## config.mk

```make
export PLATFORM = sky130hd
export DESIGN_NAME = trdb_instr_tracker
export DESIGN_NICKNAME = d
export VERILOG_FILES = /design/src/rtl/trdb_instr_tracker.sv
export SDC_FILE = /design/constraint.sdc
export NUM_CORES = 1
export LEC_CHECK = 0
export CAP_MARGIN = 30
export CORE_ASPECT_RATIO = 0.8
export CORE_MARGIN = 2
export CORE_UTILIZATION = 38
export CTS_BUF_LIST = sky130_fd_sc_hd__clkbuf_4 sky130_fd_sc_hd__clkbuf_8
export DETAILED_ROUTE_END_ITERATION = 16
export GPL_TIMING_DRIVEN = 0
export PLACE_DENSITY = 0.65
export SLEW_MARGIN = 20
export SYNTH_ARGS = -nofsm -noshare
export SYNTH_HDL_FRONTEND = slang
export SYNTH_SLANG_ARGS = --single-unit
```

## constraint.sdc

```tcl
create_clock -name clk_i -period 1.9 [get_ports clk_i]
set_input_delay 0.57 -clock clk_i [delete_from_list [all_inputs] [get_ports clk_i]]
set_output_delay 0.57 -clock clk_i [all_outputs]
set_load 0.05 [all_outputs]
```

## src/rtl/trdb_instr_tracker.sv

```systemverilog
// Three-deep retired-instruction pipeline (nc/tc/lc) feeding the trace priority stage with qualifiers.
// Latency: nc one cycle after capture, tc/lc after the next shifts; no backpressure, valid_i simply advances stages.
module trdb_instr_tracker #(
    parameter int                 PRIV_W     = 2,
    parameter int                 CTX_W      = 32,
    parameter int                 CNT_W      = 16,
    parameter logic [CNT_W-1:0]   RESYNC_MAX = 16'd1000
) (
    input  logic              clk_i,
    input  logic              rst_ni,
    input  logic              valid_i,
    input  logic              qualified_i,
    input  logic              exception_i,
    input  logic              updiscon_i,
    input  logic              branch_i,
    input  logic [PRIV_W-1:0] priv_i,
    input  logic [CTX_W-1:0]  context_i,
    input  logic              trace_enable_i,
    input  logic [1:0]        opmode_i,
    input  logic              branch_map_empty_i,
    input  logic              branch_map_full_i,
    input  logic              resync_timer_rst_i,
    output logic              valid_o,
    output logic              lc_exception_o,
    output logic              lc_updiscon_o,
    output logic              lc_final_qualified_o,
    output logic              tc_qualified_o,
    output logic              tc_exception_o,
    output logic              tc_retired_o,
    output logic              tc_first_qualified_o,
    output logic              tc_privchange_o,
    output logic              tc_context_change_o,
    output logic              tc_gt_max_resync_o,
    output logic              tc_et_max_resync_o,
    output logic              tc_branch_map_empty_o,
    output logic              tc_branch_map_full_o,
    output logic              tc_enc_enabled_o,
    output logic              tc_enc_disabled_o,
    output logic              tc_opmode_change_o,
    output logic              nc_exception_o,
    output logic              nc_privchange_o,
    output logic              nc_context_change_o,
    output logic              nc_branch_map_empty_o,
    output logic              nc_qualified_o,
    output logic              nc_retired_o
);

    typedef struct packed {
        logic              qualified;
        logic              exception;
        logic              updiscon;
        logic              branch;
        logic [PRIV_W-1:0] priv;
        logic [CTX_W-1:0]  ctx;
    } stage_t;

    localparam logic [CNT_W-1:0] CNT_SAT = RESYNC_MAX + {{(CNT_W-1){1'b0}}, 1'b1};

    stage_t           s0, s1, s2;
    logic             s0_v, s1_v, s2_v;
    logic             valid_q;
    logic [CNT_W-1:0] cnt;
    logic             en_q;
    logic [1:0]       opmode_q;
    logic             enabled_pend, disabled_pend, opmode_pend;
    logic             en_rise, en_fall, opmode_chg;

    always_ff @(posedge clk_i or negedge rst_ni) begin
        if (!rst_ni) begin
            s0      <= '0;
            s1      <= '0;
            s2      <= '0;
            s0_v    <= 1'b0;
            s1_v    <= 1'b0;
            s2_v    <= 1'b0;
            valid_q <= 1'b0;
        end else begin
            valid_q <= valid_i;
            if (valid_i) begin
                s2           <= s1;
                s2_v         <= s1_v;
                s1           <= s0;
                s1_v         <= s0_v;
                s0.qualified <= qualified_i;
                s0.exception <= exception_i;
                s0.updiscon  <= updiscon_i;
                s0.branch    <= branch_i;
                s0.priv      <= priv_i;
                s0.ctx       <= context_i;
                s0_v         <= 1'b1;
            end
        end
    end

    // Timer reset from the priority stage beats a same-cycle increment.
    always_ff @(posedge clk_i or negedge rst_ni) begin
        if (!rst_ni) begin
            cnt <= '0;
        end else if (resync_timer_rst_i) begin
            cnt <= '0;
        end else if (valid_i && qualified_i && (cnt != CNT_SAT)) begin
            cnt <= cnt + {{(CNT_W-1){1'b0}}, 1'b1};
        end
    end

    assign en_rise    = trace_enable_i & ~en_q;
    assign en_fall    = ~trace_enable_i & en_q;
    assign opmode_chg = (opmode_i != opmode_q);

    // Pending flags stay up until an instruction is presented; a fresh edge wins over the clear.
    always_ff @(posedge clk_i or negedge rst_ni) begin
        if (!rst_ni) begin
            en_q          <= 1'b0;
            opmode_q      <= 2'b00;
            enabled_pend  <= 1'b0;
            disabled_pend <= 1'b0;
            opmode_pend   <= 1'b0;
        end else begin
            en_q          <= trace_enable_i;
            opmode_q      <= opmode_i;
            enabled_pend  <= en_rise    | (enabled_pend  & ~valid_o);
            disabled_pend <= en_fall    | (disabled_pend & ~valid_o);
            opmode_pend   <= opmode_chg | (opmode_pend   & ~valid_o);
        end
    end

    assign valid_o               = valid_q & s1_v;

    assign nc_retired_o          = s0_v;
    assign tc_retired_o          = s1_v;

    assign nc_qualified_o        = s0_v & s0.qualified;
    assign nc_exception_o        = s0_v & s0.exception;
    assign tc_qualified_o        = s1_v & s1.qualified;
    assign tc_exception_o        = s1_v & s1.exception;
    assign lc_exception_o        = s2_v & s2.exception;
    assign lc_updiscon_o         = s2_v & s2.updiscon;

    assign tc_first_qualified_o  = s1_v & s1.qualified & ~(s2_v & s2.qualified);
    assign lc_final_qualified_o  = s2_v & s2.qualified & ~(s1_v & s1.qualified);

    assign tc_privchange_o       = s2_v & s1_v & s1.qualified & s2.qualified & (s1.priv != s2.priv);
    assign nc_privchange_o       = s1_v & s0_v & s0.qualified & s1.qualified & (s0.priv != s1.priv);
    assign tc_context_change_o   = s2_v & s1_v & s1.qualified & s2.qualified & (s1.ctx != s2.ctx);
    assign nc_context_change_o   = s1_v & s0_v & s0.qualified & s1.qualified & (s0.ctx != s1.ctx);

    assign tc_branch_map_empty_o = branch_map_empty_i;
    assign tc_branch_map_full_o  = branch_map_full_i;
    assign nc_branch_map_empty_o = branch_map_empty_i & ~(s1_v & s1.branch & s1.qualified);

    assign tc_et_max_resync_o    = (cnt == RESYNC_MAX);
    assign tc_gt_max_resync_o    = (cnt > RESYNC_MAX);

    assign tc_enc_enabled_o      = enabled_pend;
    assign tc_enc_disabled_o     = disabled_pend;
    assign tc_opmode_change_o    = opmode_pend;

endmodule

```

==> out/summary.json <==
{
  "dp.cells": {"value": 753},
  "grt_max_degree": {"value": 89},
  "route.detailed.vias_per_inst": {"value": 4.86},
  "layout-area-overhead-vs-synth": {"value": 31.0, "unit": "%"},
  "skew": {"value": 6.18, "unit": "ps"},
  "criticalPathCategory": {"value": "reg2out"},
  "ys_types": {"value": 37},
  "netlist_instances": {"value": 470},
  "power.leakage": {"value": 3.28, "unit": "nW"},
  "postRouteAntennaNets": {"value": 0},
  "final_core_util": {"value": 0.514},
  "wl": {"value": 13.5, "unit": "mm"},
  "vdd_drop_max": {"value": 0.603, "unit": "mV"},
  "die-width": {"value": 147, "unit": "um"},
  "htree_levels": {"value": 4},
  "detailed_place_hpwl": {"value": 9.15, "unit": "mm"},
  "hold_class": {"value": "in2async"},
  "synth.ff_latch_count": {"value": 139},
  "tritoncts": {"value": "yes"},
  "detail_route.iter0.violations": {"value": 155},
  "via_count": {"value": 3912},
  "syn-num-nets": {"value": 520},
  "gp_routability_congestion": {"value": 0.759},
  "finish.net_count": {"value": 627},
  "layoutNonFillerInstCount": {"value": 805},
  "synth_sequential_area_ratio": {"value": 0.557},
  "die-height": {"value": 119, "unit": "um"},
  "die_area": {"value": 17500, "unit": "um2"},
  "violations": {"value": "negative setup slack"},
  "clock_tree.buffer_depth": {"value": 2},
  "synth-warning-count": {"value": 0},
  "grt_setup_unrepaired": {"value": "true"},
  "cts_made_buffers": {"value": 17},
  "worstSkewPairLatency": {"value": 440, "unit": "ps"},
  "worst_ep_required_time": {"value": 1330, "unit": "ps"},
  "groute.usage.overall": {"value": 0.162},
  "final_max_slew_viol_count": {"value": 0},
  "final_critical_path_setup_slack": {"value": -639, "unit": "ps"},
  "share_of_cells_above_drive_strength_1": {"value": 0.424},
  "detail_route.first_pass.iterations": {"value": 4},
  "critPathArrivalTime": {"value": 1970, "unit": "ps"},
  "clockRootBuffer": {"value": "sky130_fd_sc_hd__clkbuf_8"},
  "crit_path_start_kind": {"value": "flip-flop"},
  "ioPinCount": {"value": 70},
  "outcome": {"value": "finished with violations"},
  "cellPowerDensity": {"value": 967, "unit": "nW/um2"},
  "cts.sink_count": {"value": 139},
  "timing.critical_path.fanout_max": {"value": 3},
  "post-route-period-util": {"value": 1.34},
  "report.final.hold_viol_count": {"value": 0},
  "worstSetupEndpointType": {"value": "primary output"},
  "post_synth.cell_area_avg": {"value": 13.3, "unit": "um2"},
  "std_cell_rows": {"value": 41},
  "initial_antenna_violation_count": {"value": 0},
  "initial_utilization": {"value": 0.393},
  "mostFrequentLayoutCells": {"value": "131 x sky130_fd_sc_hd__dfrtp_1, 115 x sky130_fd_sc_hd__mux2_2, 71 x sky130_fd_sc_hd__xnor2_1, 40 x sky130_fd_sc_hd__clkdlybuf4s50_1, 22 x sky130_fd_sc_hd__clkbuf_8"},
  "avgRoutedWirePerCell": {"value": 16.8, "unit": "um"},
  "coreArea": {"value": 15900, "unit": "um2"},
  "detail_route.drc_violations": {"value": 0},
  "syn-cell-area": {"value": 6250, "unit": "um2"},
  "portBuffers": {"value": 67},
  "fin_crit": {"value": 2540, "unit": "ps"},
  "max_freq": {"value": 0.394, "unit": "GHz"},
  "grt_pass1_wl": {"value": 21.7, "unit": "mm"},
  "worstMarginPinSlew": {"value": 705, "unit": "ps"},
  "n_antenna_cell": {"value": 0},
  "global_route.overflow_total": {"value": 0},
  "final_common_cell": {"value": "sky130_fd_sc_hd__dfrtp_1"},
  "clk_pin_slew_worst_paths": {"value": 80, "unit": "ps"},
  "final.fill_count": {"value": 1395},
  "setup_violations": {"value": 11},
  "vias_in_the_first_global_route": {"value": 4189},
  "cap_viol_max_count": {"value": 0},
  "slew_headroom": {"value": 0.530},
  "total_power": {"value": 7.91, "unit": "mW"}
}
timing repair:
item | in CTS | in global routing
resized for setup | 166 | 25
setup endpoints to repair | 126 | 18
hold buffers | 0 | 0
buffers inserted | 10 | 11
pin swaps | 12 | 17
critical path, stage by stage (launching register included):
cell                      delay, ps
sky130_fd_sc_hd__dfrtp_1        420
sky130_fd_sc_hd__xnor2_1        200
sky130_fd_sc_hd__nand4_1        230
sky130_fd_sc_hd__nor4_4         410
sky130_fd_sc_hd__a21oi_4        100
sky130_fd_sc_hd__buf_6          160
cell families (layout without fill, tap and decap cells):
family	count (synthesis)	count (layout)	synth area share
AOI/OAI and AO/OA	23	23	0.0202
and+or+nand+nor	84	84	0.0795
xor gates and xnor gates	78	78	0.109
adders and majority gates	3	3	0.00601
DFF	139	139	0.557
buffers and inverters	27	147	0.0184
muxes	116	116	0.210
through the flow:
step	TNS [ps]	hold WS, ps	cell area (um2)	setup slack [ps]
floorplan	-549	274	6360	-122
CTS	-4070	22.7	8010	-673
global route	-4610	42.6	8180	-719
detailed placement	-81180	481	7340	-971
finish	-3670	31.0	8180	-639
global placement	-795560	439	7300	-5670
path summary, 6_finish.rpt:
check / start / end / slack, ps / cells past startpoint
setup / recovery: s1[13] / nc_context_change_o / -640 / 5
hold / removal: rst_ni / s0[23] / 30 / 1
setup reg to reg: cnt[15] / cnt[0] / 40 / 4
hold reg to reg: en_q / tc_enc_enabled_o / 490 / 1
max in group asynchronous: rst_ni / s1[3] / 1090 / 2
min in group clk_i: en_q / tc_enc_enabled_o / 490 / 1
sequential cells by signal, indices dropped and copies added (netlist names), 2 cells and up:
signal and count:
cnt 16, s1 38, s2 37, s0 38, opmode_q 2
synthesized netlist by cell type (all sizes together):
cell	number	area share
nand3	6	0.0048
nand4	18	0.018
or3	7	0.0080
nor2	14	0.0088
nor4	8	0.010
and2	5	0.0050
inv	10	0.0060
o31ai	2	0.0024
buf	15	0.011
nor2b	1	0.0010
or3b	1	0.0014
or4b	1	0.0016
mux2	116	0.21
a21oi	12	0.0096
xor2	1	0.0014
and3	3	0.0030
a22o	1	0.0014
or2	1	0.0010
dfrtp	139	0.56
nand2	11	0.0066
a21boi	1	0.0012
nor3	4	0.0032
o21ai	7	0.0056
and4	1	0.0016
xnor2	77	0.11
ha	3	0.0060
nor4b	1	0.0014
clkbuf	2	0.0012
or4	1	0.0018
or4bb	1	0.0018
power breakdown:
group	internal (mW)	total, mW	switching (mW)	leakage [nW]
combinational	0.880	1.61	0.730	1.41
clock	1.47	2.62	1.15	0.221
sequential	3.33	3.68	0.352	1.65
total	5.68	7.91	2.23	3.28
per-layer routing:
| layer | GRT usage | up-vias | wire (um) |
|---|---|---|---|
| li1 | - | 1858 | - |
| met1 | 0.218 | 1968 | 6400 |
| met2 | 0.254 | 74 | 6320 |
| met3 | 0.0490 | 12 | 680 |
| met4 | 0.0505 | 0 | 136 |
| met5 | 0 | - | 0 |
layout make-up:
type / count / area [um2] / area share
inverter: 10 / 41.3 / 0.00505
timing repair buffer: 88 / 912 / 0.111
multi-input combinational: 304 / 2940 / 0.360
buffer: 17 / 88.8 / 0.0109
sequential: 139 / 3490 / 0.426
clock inverter: 10 / 138 / 0.0168
tap: 215 / 269 / 0.0329
clock buffer: 22 / 303 / 0.0370
Note: power is estimated with default switching activity, not from simulation.
==> patch (config.mk and constraints unchanged) <==
Change the parameter `RESYNC_MAX` from 16'd1000 to 16'd750.
--- a/src/rtl/trdb_instr_tracker.sv
+++ b/src/rtl/trdb_instr_tracker.sv
@@ -4,7 +4,7 @@
     parameter int                 PRIV_W     = 2,
     parameter int                 CTX_W      = 32,
     parameter int                 CNT_W      = 16,
-    parameter logic [CNT_W-1:0]   RESYNC_MAX = 16'd1000
+    parameter logic [CNT_W-1:0]   RESYNC_MAX = 16'd750
 ) (
     input  logic              clk_i,
     input  logic              rst_ni,
Behaviour: no difference found for any inputs over 10 cycles, from zero or initial values and one cycle with rst_ni low; that may be too few to reach the edited logic, so the function may still have changed.
==> patch against the original RTL <==
The flow still finishes with violations (negative setup slack); power rose by 2.0%; die area decreased by 0.15%; combinational power is essentially flat; first-iteration DRC count is 3.9% lower; worst hold slack got worse by 0.015 ns; fmax rose by 2.4%; area after synthesis shrank 0.16%; routed wire length is 0.44% lower; sequential cell count unchanged; worst setup slack better by 0.059 ns; final area up 0.70%; critical path type unchanged; largest power group unchanged; highest routed layer unchanged.
==> patch: results <==
[worst_setup_path]
crit_path_max_fanout = 4
max_stage_delay_ns = 0.44
arrival_ns = 1.91

[synth]
synth_cell_type_count = 35
synth.top_cells.by_count = dfrtp_1 (139), mux2_2 (115), xnor2_1 (72), nand4_1 (22), a21oi_1 (18)
syn_nets = 522
synth.area.top_cells = dfrtp_1 (56%), mux2_2 (21%), xnor2_1 (10%), nand4_1 (2.2%), a21oi_1 (1.4%)
yosysSeqAreaShare_pct = 55.8

[layout]
inverters_excl_clock = 9
syn2layout_area_growth_pct = 32.1
nFillCells = 1362
multi_input_area_mm2 = 0.00298
clock_area_share_pct = 5.60
clockBufferCount = 18
multi_input_area_share_pct = 36.1
bufAreaShareNonClock_pct = 12.2
nMultiInputCombCells = 305
nNonClkBuffers = 106
fin_cells = 806
final-seq-area_mm2 = 0.00349
drive_gt1_share_pct = 45.5

[place]
place_area_mm2 = 0.00730
place.gp.congestion = 0.761
dp.cells = 756

[routing]
wl_met2_um = 6350
met1_length_um = 6430
drt-vias-per-instance = 4.96
wl_per_cell_um = 16.7
drt_iter0_markers = 149

[timing]
fin_ws_ns = -0.580
skew_ns = 0.00790
tightest_slew_ns = 0.510
final-setup-viol-count = 9

[run_status]
status = finished, violations left
violations = negative setup slack

[global_routing]
grt.met2_usage_pct = 24.5
grt_max_degree = 94
use_met3_pct = 4.75
met1_usage_pct = 22.7
gr-usage-all-layers_pct = 16.3
grt_pass1_wl_um = 22100
grt_pass1_vias = 4175

[pwr]
leakagePower_nw = 3.33
ir_drop_mv = 0.374
## patch: cell types whose count changed in the layout (fill, tap and decap cells not counted), sizes merged, moves of 4 or more
cell	delta
a21oi	+6
buf	-11
clkbuf	+10
nand4	+4
nor2	-6
xnor2	-5
## patch: cell families after synthesis
logic type	Yosys count	synth area share [%]
compound gates	32	2.87
simple gates	81	7.68
mux	115	20.8
flops	139	55.8
xor+xnor	75	10.5
buf+inv	29	1.99
fa+ha+maj	2	0.401
## patch: metrics by stage
step	setup slack, ns	setup TNS, ns	hold WS (ns)	power (mW)
after floorplan	-0.109	-0.538	0.274	4.69
after global placement	-5.64	-808.81	0.442	5.14
after detailed placement	-1.02	-99.33	0.465	5.20
after CTS	-0.637	-3.03	0.00166	8.07
after global routing	-0.719	-3.86	0.00224	8.46
final	-0.580	-2.78	0.0162	8.07
## patch: power by group through the flow
stage,clock [mW],combinational (mW),sequential (mW)
floorplan,0,1.02,3.67
global placement,0,1.44,3.70
detailed placement,0,1.47,3.73
CTS,2.84,1.56,3.68
global route,2.97,1.74,3.75
finish,2.77,1.61,3.70
## patch: what timing repair did
| item | 4_1_cts | 5_1_grt |
|---|---|---|
| pin swaps | 18 | 19 |
| setup endpoints to repair | 142 | 60 |
| buffers inserted | 11 | 10 |
| resized for setup | 171 | 55 |
## patch: final timing paths
path	to	slack, ns	startpoint	cells past startpoint
min in group clk_i	valid_q	0.33	valid_i	1
max reg2reg	cnt[15]	0.04	cnt[1]	6
max	nc_context_change_o	-0.58	s1[11]	5
min	s0[21]	0.02	rst_ni	1
max in group asynchronous	nc_retired_o	1.09	rst_ni	2
min reg2reg	tc_enc_enabled_o	0.46	en_q	1
